### config.mk
export PLATFORM = sky130hd
export DESIGN_NAME = fib_arbiter
export DESIGN_NICKNAME = d
export VERILOG_FILES = /design/src/rtl/fib_arb_pkg.sv /design/src/rtl/fib_arbiter_fibonacci.sv /design/src/rtl/fib_arbiter.sv
export SDC_FILE = /design/constraint.sdc
export NUM_CORES = 1
export LEC_CHECK = 0
export ABC_AREA = 1
export CORE_MARGIN = 10
export CORE_UTILIZATION = 50
export CTS_CLUSTER_DIAMETER = 100
export DETAILED_ROUTE_END_ITERATION = 7
export GPL_TIMING_DRIVEN = 0
export PLACE_DENSITY = 0.85
export SLEW_MARGIN = 20
export SYNTH_ARGS = -nofsm -noshare
export SYNTH_HDL_FRONTEND = slang
export SYNTH_SLANG_ARGS = --single-unit
### constraint.sdc
create_clock -name clk -period 4.6 [get_ports clk]
set_input_delay 0.69 -clock clk [delete_from_list [all_inputs] [get_ports clk]]
set_output_delay 0.69 -clock clk [all_outputs]
set_load 0.005 [all_outputs]
### src/rtl/fib_arb_pkg.sv
// Shared types, constants and the winner-select function for the fibonacci arbiter.
// Optional feature macro: FIB_ARB_RR_EN (round-robin arbitration instead of fixed priority).
package fib_arb_pkg;

    typedef enum logic [2:0] {
        S_IDLE,
        S_CLEAR,
        S_LAUNCH,
        S_WAIT,
        S_RESP
    } arb_state_e;

    typedef logic [15:0] u16_t;

    localparam int   NREQ_DEF = 4;
    localparam int   NREQ_MAX = 8;
    localparam u16_t FIB_F0   = 16'd0;
    localparam u16_t FIB_F1   = 16'd1;

    // Scans nreq requesters starting at index 'first', wrapping; first active one wins.
    function automatic logic [2:0] fib_arb_pick(input logic [NREQ_MAX-1:0] req,
                                                input logic [2:0]          first,
                                                input int                  nreq);
        logic [2:0] win;
        logic       found;
        int         idx;
        win   = 3'd0;
        found = 1'b0;
        for (int i = 0; i < NREQ_MAX; i++) begin
            idx = int'(first) + i;
            if (idx >= nreq) idx = idx - nreq;
            if (i < nreq && !found && req[idx[2:0]]) begin
                win   = idx[2:0];
                found = 1'b1;
            end
        end
        return win;
    endfunction

endpackage

### src/rtl/fib_arbiter_fibonacci.sv
// Iterative Fibonacci engine: one iteration per cycle after start, done strobes with F(din).
// Always restarts from F0/F1 with iteration count 1; din = 0 is reported as F0.
module fib_arbiter_fibonacci
    import fib_arb_pkg::*;
(
    input  logic clk,
    input  logic rst,
    input  logic start,
    input  u16_t din,
    output logic done,
    output u16_t dout
);

    u16_t f0_q, f1_q, cnt_q, tgt_q;
    logic run_q, zero_q;

    always_ff @(posedge clk or posedge rst) begin
        if (rst) begin
            f0_q   <= FIB_F0;
            f1_q   <= FIB_F1;
            cnt_q  <= 16'd1;
            tgt_q  <= 16'd1;
            run_q  <= 1'b0;
            zero_q <= 1'b0;
        end else if (start) begin
            f0_q   <= FIB_F0;
            f1_q   <= FIB_F1;
            cnt_q  <= 16'd1;
            tgt_q  <= (din == 16'd0) ? 16'd1 : din;
            zero_q <= (din == 16'd0);
            run_q  <= 1'b1;
        end else if (run_q) begin
            if (done) begin
                run_q <= 1'b0;
            end else begin
                f0_q  <= f1_q;
                f1_q  <= f0_q + f1_q;
                cnt_q <= cnt_q + 16'd1;
            end
        end
    end

    // f1_q holds F(cnt_q); results wrap naturally at 16 bits.
    assign done = run_q && (cnt_q == tgt_q);
    assign dout = zero_q ? FIB_F0 : f1_q;

endmodule

### src/rtl/fib_arbiter.sv
// Shares one Fibonacci engine among NREQ requesters, one job at a time, no queuing.
// FIB_ARB_RR_EN selects round-robin arbitration; otherwise lowest index wins.
module fib_arbiter
    import fib_arb_pkg::*;
#(
    parameter  int NREQ = NREQ_DEF,
    localparam int IDW  = (NREQ > 1) ? $clog2(NREQ) : 1
) (
    input  logic                  clk,
    input  logic                  reset_n,
    input  logic [NREQ-1:0]       req,
    input  logic [NREQ-1:0][15:0] din,
    output logic [NREQ-1:0]       gnt,
    output logic                  rsp_valid,
    output logic [IDW-1:0]        rsp_id,
    output logic [15:0]           rsp_dout,
    output logic                  busy
);

    arb_state_e          state_q, state_d;
    logic [IDW-1:0]      win_q, win_d;
    u16_t                job_q, job_d;
    logic [NREQ-1:0]     gnt_q, gnt_d;
    logic                clr_q, clr_d;
    logic                start_q, start_d;
    logic                vld_q, vld_d;
    logic [IDW-1:0]      id_q, id_d;
    u16_t                dout_q, dout_d;

    logic [NREQ_MAX-1:0] req_ext;
    logic [2:0]          first;
    logic [2:0]          pick;
    logic [IDW-1:0]      pick_id;
    logic                eng_rst, eng_done;
    u16_t                eng_dout;

`ifdef FIB_ARB_RR_EN
    logic [2:0] ptr_q, ptr_d;
    assign first = ptr_q;
`else
    assign first = 3'd0;
`endif

    always_comb begin
        req_ext           = '0;
        req_ext[NREQ-1:0] = req;
    end

    assign pick    = fib_arb_pick(req_ext, first, NREQ);
    assign pick_id = IDW'(pick);

    always_comb begin
        state_d = state_q;
        win_d   = win_q;
        job_d   = job_q;
        gnt_d   = '0;
        clr_d   = 1'b0;
        start_d = 1'b0;
        vld_d   = 1'b0;
        id_d    = id_q;
        dout_d  = dout_q;
`ifdef FIB_ARB_RR_EN
        ptr_d   = ptr_q;
`endif
        case (state_q)
            S_IDLE: begin
                if (|req) begin
                    win_d          = pick_id;
                    job_d          = din[pick_id];
                    gnt_d[pick_id] = 1'b1;
                    clr_d          = 1'b1;
                    state_d        = S_CLEAR;
`ifdef FIB_ARB_RR_EN
                    ptr_d = (int'(pick) == NREQ - 1) ? 3'd0 : pick + 3'd1;
`endif
                end
            end
            S_CLEAR: begin
                start_d = 1'b1;
                state_d = S_LAUNCH;
            end
            S_LAUNCH: state_d = S_WAIT;
            S_WAIT: begin
                if (eng_done) begin
                    dout_d  = eng_dout;
                    id_d    = win_q;
                    vld_d   = 1'b1;
                    state_d = S_RESP;
                end
            end
            S_RESP:  state_d = S_IDLE;
            default: state_d = S_IDLE;
        endcase
    end

    always_ff @(posedge clk or negedge reset_n) begin
        if (!reset_n) begin
            state_q <= S_IDLE;
            win_q   <= '0;
            job_q   <= '0;
            gnt_q   <= '0;
            clr_q   <= 1'b0;
            start_q <= 1'b0;
            vld_q   <= 1'b0;
            id_q    <= '0;
            dout_q  <= '0;
`ifdef FIB_ARB_RR_EN
            ptr_q   <= 3'd0;
`endif
        end else begin
            state_q <= state_d;
            win_q   <= win_d;
            job_q   <= job_d;
            gnt_q   <= gnt_d;
            clr_q   <= clr_d;
            start_q <= start_d;
            vld_q   <= vld_d;
            id_q    <= id_d;
            dout_q  <= dout_d;
`ifdef FIB_ARB_RR_EN
            ptr_q   <= ptr_d;
`endif
        end
    end

    // Engine is cleared by the CLEAR pulse so every job starts from F0/F1.
    assign eng_rst = ~reset_n | clr_q;

    fib_arbiter_fibonacci u_fib (
        .clk   (clk),
        .rst   (eng_rst),
        .start (start_q),
        .din   (job_q),
        .done  (eng_done),
        .dout  (eng_dout)
    );

    assign gnt       = gnt_q;
    assign rsp_valid = vld_q;
    assign rsp_id    = id_q;
    assign rsp_dout  = dout_q;
    assign busy      = (state_q != S_IDLE);

endmodule

; ---- Word level (Yosys, flattened, before mapping)
; Index checks and enable logic that the tools add are counted.
[word_totals]
output_inout_bits = 24
ff_bits = 112
in_bits = 70
word_cells = 79
[op_classes]
n_addsub = 2
n_reduce_logical = 17
magnitude_cmp = 2
mux = 34
n_bitwise = 2
eq_ne = 7
[ops]
columns = cell, count
row1 = 16-bit 2-to-1 mux, 12
row2 = 16-bit binary-select mux with 2-bit select, 1
row3 = 16-bit by 1-bit adder with 16-bit output (second input constant), 1
row4 = 16-bit adder, 1
row5 = 16-bit == test, 1
row6 = 16-bit zero test, 1
row7 = 1-bit 2-to-1 mux, 13
row8 = 3-bit case mux with 4 select lines, 1
row9 = 4-bit 2-to-1 mux, 2
row10 = 2-bit AND reduction, 4
row11 = 3-bit by 2-bit == test with 1-bit output (second input constant), 2
row12 = 3-bit 2-to-1 mux, 2
row13 = 2-bit inequality test (second input constant), 3
row14 = 1-bit logical AND, 5
row15 = 2-bit 2-to-1 mux, 2
row16 = 4-bit OR reduction, 1
row17 = 3-bit by 1-bit == test with 1-bit output (second input constant), 1
row18 = 1-bit zero test, 3
row19 = 3-bit zero test, 1
row20 = 2-bit by 3-bit < comparator with 1-bit output (second input constant), 1
row21 = 3-bit nonzero test, 1
row22 = 1-bit demux with 2-bit select, 1
row23 = 2-bit by 1-bit greater-or-equal comparator with 1-bit output (second input constant), 1
row24 = 2-bit nonzero test, 1
row25 = 2 further kinds, 2

; ---- Longest topological paths before layout
; Gate-level depths: netlist of run 1.
[logic_depth]
word_depth = 16
mapped_depth = 13
ltp_nobuf = 12

; ---- Cells and area by module
; A second synthesis of run 1 with hierarchy kept.
[unflattened]
cells_unflattened = 1019
area_unflattened_um2 = 7030.5
[by_module_without_submodules]
columns = module, area_per_inst_um2, seq_area_each_um2, n_inst, cells_per_inst
row1 = fib_arbiter_fibonacci, 4390.5, 1655.3, 1, 639
row2 = fib_arbiter, 2640.0, 1151.1, 1, 380

; ---- Worst setup path before layout of run 1
; Ideal clock, no wire load.
[synth_timing]
kind = input -> register
from = input req[1]
to = register job_q[10]
required_ns = 4.483
path_buffers = 1
path_stages = 9
path_slack_ns = 2.738
t_arrival_ns = 1.745
cell_sequence = nor2_1 > inv_1 > a21oi_1 > inv_1 > clkbuf_1 > o21ai_0 > o22ai_1 > nand2_1 > nand2_1
[synth_via]
elab_chain_cells = 10
word_cells_on_any_way = 14
cone_classes = 7 x mux / 7 x reduce/logical
[synth_rtl]
columns = item, line
row1 = start: declaration, fib_arbiter.sv:11  ; input logic [NREQ-1:0] req,
row2 = 1-bit logical AND, fib_arb_pkg.sv:32  ; if (i < nreq && !found && req[idx[2:0]]) begin
row3 = 1-bit 2-to-1 mux, fib_arb_pkg.sv:32
row4 = 1-bit zero test, fib_arb_pkg.sv:32
row5 = 1-bit logical AND, fib_arb_pkg.sv:32
row6 = 1-bit 2-to-1 mux, fib_arb_pkg.sv:32
row7 = 1-bit zero test, fib_arb_pkg.sv:32
row8 = 1-bit logical AND, fib_arb_pkg.sv:32
row9 = 2-bit 2-to-1 mux, fib_arb_pkg.sv:32
row10 = 16-bit binary-select mux with 2-bit select, fib_arbiter.sv:69  ; job_d = din[pick_id];
row11 = 16-bit 2-to-1 mux (implied by the code), fib_arbiter.sv:69
row12 = end signal: assignment, fib_arbiter.sv:113  ; job_q <= job_d;
row13 = end: declaration, fib_arbiter.sv:22  ; u16_t job_q, job_d;
; Parallel ways exist; a longest one is shown, timed or not. The select of a mux whose other input is x is not followed.
; A chain may end at the register's enable or synchronous reset.

; ---- Final worst setup path of run 1
[layout_timing]
from = input req[1]
to = register job_q[6]
; Same word-level chain as after synthesis.

==> reports/metrics.cfg, run 1 <==
[synth]
synth-edff-count=0
synth_top_family_by_area=simple AND/OR/NAND/NOR gates
synthCells=917
synth.area.top_cells=dfrtp_1 (42%), nand2_1 (18%), nor2_1 (6.4%)
yosys.area.top_type_share_pct=42.0
synth.area.mux_share_pct=0
yosys.area_share.xor_xnor_pct=2.69
async_flop_share_pct=100
ys_top_cells_by_count=nand2_1 (314), nor2_1 (110), dfrtp_1 (109), inv_1 (91), o21ai_0 (78)
synth_compound_area_share_pct=8.62
synth_nets=1004
synth-seq-cells=112
synth_area_um2=6500
ys.flop_type=dfrtp_1
synth-simple-area-share_pct=33.8
synth_area_per_cell_um2=7.09
ys_warn_count=0
ys_types=35
yosysMostFrequentCell=nand2_1
yosys.area_share.adder_pct=3.39
yosysSeqAreaShare_pct=43.2
yosysTopAreaCell=dfrtp_1

[global_route]
grt_overflow=0
grt_pass1_wl_um=30100
track_usage_pct=20.4
antenna_found_initial=0
grt_pass1_vias=6075
grt_max_degree=35

[setup_path]
critPathMaxFanout=10
critPathLaunchType=input port
rrSetupSlack_ns=2.34
cp.arrival_ns=2.65
r2r_start=u_fib.f1_q[0]$_DFFE_PP1P_
crit_path_end_kind=flop
critPathKind=input port to flop
worstSetupStartpoint=req[1]
required_ns=4.86

[detailed_routing]
drc=0
avgRoutedWirePerCell_um=15.2
drtAntennaViolNets=0
drt-initial-drc-count=579
vias=6323
viasPerCell=5.26
first_pass_iters=5
finalWirelength_um=18300

[die]
die-area_um2=18000
die_x_um=134
coreArea_um2=12700
start_util_pct=51.3
die_y_um=134
rows=41
ios=94

[cells_and_area]
regArea_um2=2810
fin_nets=1111
final-instance-count-excl-fill=1201
diodes=0
final_cell_area_um2=8030
area_growth_syn_to_layout_pct=23.5
multi_input_area_um2=3160
utilization_pct=63.3
fillers=1091
drive_gt1_share_pct=5.34

[pwr]
p_leak_uw=0.00398
p_per_area_nw_per_um2=571
ir_drop_mv=0.255

[job]
max_cap_violations=0

[clock_tree]
clk_path_buf_depth=2
cts.clk_slew.worst_paths_ns=0.08
cts_tree=done
cts_setup_buffers=0
cts_num_sinks=112
clockRootBuffer=clkbuf_16
cts-hold-fix-buffers=0
htreeDepth=3
cts_resized=0
clock_latency_ns=0.37
cts_made_buffers=9

[sta]
setup-tns-final_ns=0
worstMarginPinSlew_ns=0.629
period_share_pct=52.1
rsz0062_at_grt=no
max_slew_margin_pct=58.0
layout_setup_ws_ns=2.20
hold_viol=0
setup_viol=0
fin_skew_ns=0.0155
slew_viol_final=0
min_period_ns=2.40
timing.fmax_mhz=417

[min_path]
min-delay-path-class=input port to asynchronous set/reset pin

[placed_design]
io_buffer_count=93
gp_congestion=0.935
dpl-instance-area_um2=7720
post-place-ws_ns=1.83
dp_cells=1185
hpwlAfterDp_um=13800

[outcome]
status=completed

[metal layers]
layer | up-vias | track usage, % | routed length, µm
met2 | 270 | 31.4 | 8200
met3 | 29 | 7.47 | 1970
met4 | 0 | 6.47 | 286
met5 | - | 0 | 0
li1 | 3121 | - | -
met1 | 2903 | 26.0 | 7800
[final cells by class]
cell class | instances | share of cell area, %
Buffer | 35 | 2.10
Clock inverter | 7 | 1.06
Inverter | 99 | 4.63
Clock buffer | 9 | 2.81
Multi-Input combinational cell | 671 | 39.4
Tap cell | 172 | 2.68
Sequential cell | 112 | 35.0
Timing Repair Buffer | 96 | 12.4
[critical path: stages]
cell,delay (ns)
clkdlybuf4s50_1,0.42
nor2_1,0.14
inv_1,0.07
a21oi_1,0.48
inv_1,0.23
clkbuf_1,0.26
o21ai_0,0.12
o22ai_1,0.12
nand2_1,0.08
nand2_1,0.05
[state kept, by name (all words and copies together) (netlist names)]
register and count:
u_fib.zero_q 1, u_fib.cnt_q 16, rsp_id 2, job_q 16
u_fib.f1_q 16, win_q 2, u_fib.f0_q 16, u_fib.run_q 1
gnt 4, u_fib.tgt_q 16, clr_q 1, state_q 3
rsp_valid 1, rsp_dout 16, start_q 1
[placed cells by master, fill, tap and decap left out, types with 2 or more instances in the layout]
master,n
clkbuf_1,17
inv_1,91
a21oi_1,9
clkdlybuf4s50_1,92
ha_1,16
xor2_1,15
nand2_1,314
inv_2,8
nand4_1,13
clkbuf_16,9
nor2_4,3
o22ai_1,16
buf_12,2
o21ai_0,78
o21ai_1,2
buf_1,5
and2_1,2
nor3_1,6
nand2_4,2
nor3b_1,2
clkinv_8,2
buf_2,9
dfstp_2,3
o21bai_1,2
nor2_1,109
dfrtp_1,109
buf_6,3
nand3_1,69
xnor2_1,5
[final timing paths]
| check | end | depth (start not counted) |
|---|---|---|
| min in group clk | start_q$_DFF_PN0_ | 1 |
| setup reg to reg | u_fib.f1_q[12]$_DFFE_PP0P_ | 11 |
| hold reg to reg | u_fib.tgt_q[3]$_DFFE_PP0P_ | 1 |
| hold / removal | rsp_dout[5]$_DFFE_PN0P_ | 1 |
| max in group asynchronous | u_fib.f1_q[14]$_DFFE_PP0P_ | 6 |
| setup / recovery | job_q[6]$_DFFE_PN0P_ | 10 |
[where the power goes]
group	internal, µW	switching [µW]	leakage (µW)
clock network	391	414	0.000147
registers	1320	271	0.00144
logic	782	1400	0.00239
total	2490	2090	0.00398
[through the flow]
| stage | hold slack, ns | power, µW |
|---|---|---|
| 6_report | 0.216 | 4580 |
| 5_1_grt | 0.236 | 4950 |
| 4_1_cts | 0.229 | 4550 |
| 3_5_place_dp | 0.446 | 3710 |
| 3_3_place_gp | 0.434 | 3610 |
| 2_1_floorplan | 0.394 | 3060 |
[logic make-up after synthesis]
group                    count (synthesis)
AND/OR/NAND/NOR                        527
buffers and inverters                  134
flip-flops                             112
AO/OA/AOI/OAI                          107
XOR/XNOR                                20
adder cells (fa/ha/maj)                 17
No activity file was read; power rests on OpenSTA's default activity.
==> inputs of run 2 (changes only) <==
==> constraint.sdc (replaced) <==
create_clock -name clk -period 2 [get_ports clk]
set_input_delay 0.3 -clock clk [delete_from_list [all_inputs] [get_ports clk]]
set_output_delay 0.3 -clock clk [all_outputs]
set_load 0.005 [all_outputs]
==> run 2 against run 1 <==
- clock-buffer cell count unchanged
- clock power up 120%
- wire length down 1.4%
- sequential share of layout area down 0.36 points
- largest cell class unchanged
- largest power group unchanged
==> reports/metrics.cfg, run 2 (synthesis gave the netlist of run 1 again) <==
[outcome]
status=completed

[clock_tree]
clk_path_buf_depth=2  ; unchanged
cts_tree=done
clock_latency_ns=0.36  ; about the same
cts_num_sinks=112  ; unchanged
clockRootBuffer=clkbuf_16
cts_made_buffers=9  ; unchanged
cts.clk_slew.worst_paths_ns=0.08  ; about the same
htreeDepth=3  ; unchanged

[detailed_routing]
drc=0  ; unchanged
finalWirelength_um=18000  ; -1.4%
viasPerCell=5.32  ; +1.1%
avgRoutedWirePerCell_um=14.9  ; -1.7%
drt-initial-drc-count=429  ; -26%
first_pass_iters=5  ; unchanged
vias=6416  ; +1.5%
drtAntennaViolNets=0  ; unchanged

[global_route]
grt_pass1_wl_um=29600  ; -1.6%
grt_pass1_vias=6099  ; +0.40%
grt_max_degree=27  ; -23%
track_usage_pct=19.9  ; -0.52 points
antenna_found_initial=0  ; unchanged
grt_overflow=0  ; unchanged

[cells_and_area]
diodes=0  ; unchanged
final-instance-count-excl-fill=1205  ; +0.33%
utilization_pct=64.1  ; +0.75 points
regArea_um2=2810  ; +0.13%
multi_input_area_um2=3210  ; +1.6%
fin_nets=1115  ; +0.36%
fillers=1056  ; -3.2%
drive_gt1_share_pct=7.16  ; +1.8 points
layout_common_cells=nand2_1 (313), nor2_1 (108), dfrtp_1 (106)
final_common_cell=nand2_1
area_growth_syn_to_layout_pct=24.9

[setup_path]
slowest_delay_ns=0.58  ; +0.10 ns
crit_slowest_cell=dfstp_2
critPathLaunchType=flop
crit_path_end_kind=flop
path_delay_family=flip-flops
required_ns=2.25  ; -2.61 ns
critPathMaxFanout=3  ; -7
crit_buf_inv=2  ; -2
cp.arrival_ns=2.15  ; -0.50 ns
cp_cell_sequence=ha_4, inv_1, fa_2, inv_2, nand3_1, nand3_2, nand3_2, nand3_1, nand2_1, nand2_1, o21ai_0
critPathKind=flop to flop

[die]
die-area_um2=18000  ; unchanged
die_y_um=134  ; unchanged
die_x_um=134  ; unchanged
rows=41  ; unchanged
coreArea_um2=12700  ; unchanged
ios=94  ; unchanged
start_util_pct=51.3  ; unchanged

[sta]
max_slew_margin_pct=60.9  ; +2.9 points
timing.fmax_mhz=525
period_share_pct=95.1
min_period_ns=1.90
setup_viol=0  ; unchanged
worstMarginPinSlew_ns=0.583  ; -0.0460 ns
hold_viol=0  ; unchanged
slew_viol_final=0  ; unchanged
fin_skew_ns=0.0119  ; -0.00364 ns

[placed_design]
gp_congestion=0.926  ; -0.99%
dp_cells=1185  ; unchanged
hpwlAfterDp_um=13800  ; -0.14%
io_buffer_count=93  ; unchanged

[pwr]
p_per_area_nw_per_um2=1300  ; +130%
p_leak_uw=0.00402  ; +0.97%
ir_drop_mv=0.602  ; +140%
finalPower_uw=10600  ; +130%

[min_path]
min-delay-path-class=flop to asynchronous set/reset pin

[job]
max_cap_violations=0  ; unchanged

==> run 2: cell count changes in the layout (fill, tap and decap cells not counted), sizes merged <==
cell	before	now
buf	21	24
clkinv	3	5
clkinvlp	1	0
dlygate4sd3	0	1
inv	102	101
==> run 2: layout make-up <==
type / instances / share of cell area (%)
Multi-Input combinational cell: 671 / 39.5
Sequential cell: 112 / 34.6
Timing Repair Buffer: 101 / 13.0
Inverter: 99 / 4.58
Clock buffer: 9 / 2.77
Tap cell: 172 / 2.65
Buffer: 34 / 2.06
Clock inverter: 7 / 0.786
==> run 2: path summary, 6_finish.rpt <==
kind,endpoint,depth (start not counted),slack [ns],from
hold / removal,u_fib.tgt_q[8]$_DFFE_PP0P_,1,0.40,clr_q$_DFF_PN0_
setup reg to reg,u_fib.f1_q[12]$_DFFE_PP0P_,11,0.1,u_fib.f1_q[0]$_DFFE_PP1P_
hold reg to reg,u_fib.tgt_q[8]$_DFFE_PP0P_,1,0.40,clr_q$_DFF_PN0_
setup / recovery,u_fib.f1_q[12]$_DFFE_PP0P_,11,0.1,u_fib.f1_q[0]$_DFFE_PP1P_
min in group clk,start_q$_DFF_PN0_,1,0.46,state_q[1]$_DFFE_PN0P_
max in group asynchronous,u_fib.cnt_q[0]$_DFFE_PP1P_,6,0.25,reset_n
==> run 2: repair_timing <==
item                                    CTS  global route
hold buffers                              1             0
buffers inserted                          0             4
endpoints found under the hold margin    25             0
pin swaps                                 0             2
gates resized for setup                   7            14
endpoints found under the setup margin    6           116
==> run 2: through the flow <==
step | worst slack (ns) | hold slack, ns | TNS [ns] | cell area, µm²
finish | 0.0970 | 0.396 | 0 | 8120
global placement | -2.29 | 0.437 | -179.64 | 7650
detailed placement | -0.362 | 0.343 | -4.85 | 7720
floorplan | 0.141 | 0.00441 | 0 | 6510
global route | -0.000837 | 0.436 | -0.000837 | 8120
CTS | 0.00917 | 0.422 | 0 | 8060
==> run 2: layer usage <==
metal	global-route usage (%)	share of wire [%]	vias to the layer above
li1	-	-	3134
met1	25.3	42	2943
met2	31.3	46	300
met3	6.68	10	39
met4	6.05	1.9	0
met5	0	0	-
==> run 2: where the power goes <==
part / total [µW] / switching (µW) / internal [µW]
clock: 1760 / 885 / 870
sequential: 3660 / 621 / 3030
combinational: 5150 / 3240 / 1900
==> inputs of run 3 (changes only) <==
--- a/config.mk
+++ b/config.mk
@@ -6,7 +6,6 @@
 export NUM_CORES = 1
 export LEC_CHECK = 0
 export ABC_AREA = 1
-export CORE_MARGIN = 10
 export CORE_UTILIZATION = 50
 export CTS_CLUSTER_DIAMETER = 100
 export DETAILED_ROUTE_END_ITERATION = 7
==> run 3 against run 2 <==
- combinational power is essentially flat
- design area grew 0.55%
- global-route usage grew 7.6 points
- non-clock buffer count grew 5
- hold slack lost 0.033 ns
- largest cell class unchanged
- largest power group unchanged
- highest routed layer unchanged
==> reports/metrics.cfg, run 3 (synthesis gave the netlist of run 1 again) <==
[pwr]
power.share.sequential_pct=34.7  ; about the same
p_leak_uw=0.00402  ; +0.12%
p_per_area_nw_per_um2=1290  ; -0.49%
combPwrFrac_pct=48.9  ; about the same
switching_power_uw=4760  ; +0.24%
switching_share_pct=45.1  ; +0.080 points
intPower_uw=5800  ; about the same
clkPwrFrac_pct=16.4  ; -0.2 points
ir_drop_mv=0.578  ; -4.0%

[die]
die-area_um2=13500  ; -25%
ios=94  ; unchanged
rows=41  ; unchanged
die_x_um=116  ; -13%
start_util_pct=51.3  ; unchanged
die_y_um=116  ; -13%
coreArea_um2=12700  ; unchanged

[clock_tree]
clk_path_buf_depth=2  ; unchanged
clockRootBuffer=clkbuf_16
clock_latency_ns=0.36  ; about the same
cts.clk_slew.worst_paths_ns=0.08  ; about the same
cts_num_sinks=112  ; unchanged
htreeDepth=3  ; unchanged
cts_made_buffers=9  ; unchanged
cts_tree=done

[placed_design]
gp_congestion=0.947  ; +2.3%
hpwlAfterDp_um=13000  ; -5.9%
io_buffer_count=93  ; unchanged
dp_cells=1185  ; unchanged
dpl-instance-area_um2=7710  ; -0.19%

[cells_and_area]
fillers=1052  ; -0.38%
regArea_um2=2810  ; -0.13%
fin_nets=1120  ; +0.45%
final_cell_area_um2=8170  ; +0.55%
diodes=0  ; unchanged
final_common_cell=nand2_1
multi_input_area_um2=3230  ; +0.51%
area_growth_syn_to_layout_pct=25.6
final-instance-count-excl-fill=1210  ; +0.41%
drive_gt1_share_pct=6.94  ; -0.23 points
utilization_pct=64.5  ; +0.36 points
layout_common_cells=nand2_1 (313), dfrtp_1 (109), nor2_1 (108)

[global_route]
grt_overflow=0  ; unchanged
grt_pass1_wl_um=28600  ; -3.4%
grt_pass1_vias=5945  ; -2.5%
antenna_found_initial=0  ; unchanged
grt_max_degree=33  ; +22%
track_usage_pct=27.5  ; +7.6 points

[sta]
setup_viol=0  ; unchanged
min_period_ns=1.92  ; +0.0153 ns
worstMarginPinSlew_ns=0.623  ; +0.0399 ns
hold_viol=0  ; unchanged
period_share_pct=95.9  ; +0.76 points
timing.fmax_mhz=521  ; -0.80%
holdWs_ns=0.363  ; -0.0328 ns
fin_skew_ns=0.0131  ; +0.00118 ns
rsz0062_at_grt=yes
slew_viol_final=0  ; unchanged
max_slew_margin_pct=58.2  ; -2.7 points

[setup_path]
crit_slowest_cell=dfstp_2
worstSetupStartpoint=u_fib.cnt_q[0]$_DFFE_PP1P_
ff2ff_path_depth=10  ; -1
reg2reg_to=u_fib.f1_q[7]$_DFFE_PP0P_
cp.arrival_ns=2.16  ; about the same
slowest_delay_ns=0.57  ; about the same
path_delay_family=simple AND/OR/NAND/NOR gates
rrSetupSlack_ns=0.08  ; -0.02 ns
required_ns=2.24  ; about the same
cp_cell_sequence=inv_2, nand2_1, nand2_1, nor2_1, nand2_1, nor2_4, nand2_4, nand3_1, buf_2, o21ai_0
cp.depth=10  ; -1
crit_buf_inv=2  ; unchanged
critPathMaxFanout=10  ; +7
critPathLaunchType=flop
crit_end=u_fib.f1_q[7]$_DFFE_PP0P_
crit_top_cell=nand2_1
critPathKind=flop to flop
crit_path_end_kind=flop
r2r_start=u_fib.cnt_q[0]$_DFFE_PP1P_

[detailed_routing]
drc=0  ; unchanged
vias=6374  ; -0.65%
avgRoutedWirePerCell_um=14.6  ; -2.5%
finalWirelength_um=17600  ; -2.1%
first_pass_iters=5  ; unchanged
drt-initial-drc-count=450  ; +4.9%
drtAntennaViolNets=0  ; unchanged
viasPerCell=5.27  ; -1.1%

[min_path]
min-delay-path-class=flop to asynchronous set/reset pin

[job]
max_cap_violations=0  ; unchanged

[outcome]
status=completed

==> run 3: layout make-up <==
cell class | count | area share [%]
Multi-Input combinational cell | 671 | 39.5
Buffer | 35 | 2.37
Inverter | 99 | 4.55
Clock inverter | 6 | 0.659
Clock buffer | 10 | 2.80
Tap cell | 172 | 2.64
Timing Repair Buffer | 105 | 13.1
Sequential cell | 112 | 34.4
==> run 3: worst reg2reg max path, delay by kind of cell, from the launching register on <==
family	cells	cell delay [ns]
flip-flops	1	0.57
buffers and inverters	2	0.33
AND/OR/NAND/NOR	7	0.79
AO/OA/AOI/OAI	1	0.13
==> run 3: per-stage QoR <==
step           TNS, ns  power (µW)  setup slack (ns)
2_1_floorplan        0        7050             0.141
3_3_place_gp   -179.50        8300             -2.29
3_5_place_dp     -5.09        8530            -0.381
4_1_cts              0       10400           0.00165
5_1_grt         -0.124       11400           -0.0246
6_report             0       10600            0.0817
==> run 3: metal layers <==
metal  global-route usage (%)  vias to the layer above  share of wire, %
li1                         -                     3140                 -
met1                     36.5                     2952                43
met2                     44.4                      250                47
met3                     5.54                       32               8.0
met4                     10.5                        0               2.2
met5                        0                        -                 0
==> run 3: timing repair <==
item | CTS | global route
endpoints found under the hold margin | 15 | 0
hold buffers | 1 | 0
pin swaps | 1 | 6
resized for setup | 5 | 22
setup buffers | 0 | 8
setup endpoints to repair | 15 | 71
==> run 3: worst min path at each step <==
| stage | startpoint | end | slack (ns) | cells past startpoint |
|---|---|---|---|---|
| floorplan | reset_n | clr_q$_DFF_PN0_ | 0.004 | 0 |
| global placement | state_q[1]$_DFFE_PN0P_ | start_q$_DFF_PN0_ | 0.44 | 1 |
| detailed placement | reset_n | rsp_dout[11]$_DFFE_PN0P_ | 0.24 | 1 |
| CTS | clr_q$_DFF_PN0_ | u_fib.tgt_q[1]$_DFFE_PP0P_ | 0.38 | 1 |
| global route | reset_n | rsp_dout[11]$_DFFE_PN0P_ | 0.41 | 2 |
| finish | clr_q$_DFF_PN0_ | u_fib.tgt_q[1]$_DFFE_PP0P_ | 0.36 | 1 |
==> run 3: power groups by stage <==
stage          sequential, µW  combinational [µW]  clock (µW)
3_5_place_dp             3670                4860           0
5_1_grt                  3730                5820        1830
2_1_floorplan            3480                3560           0
6_report                 3660                5170        1730
3_3_place_gp             3640                4660           0
4_1_cts                  3650                4980        1740
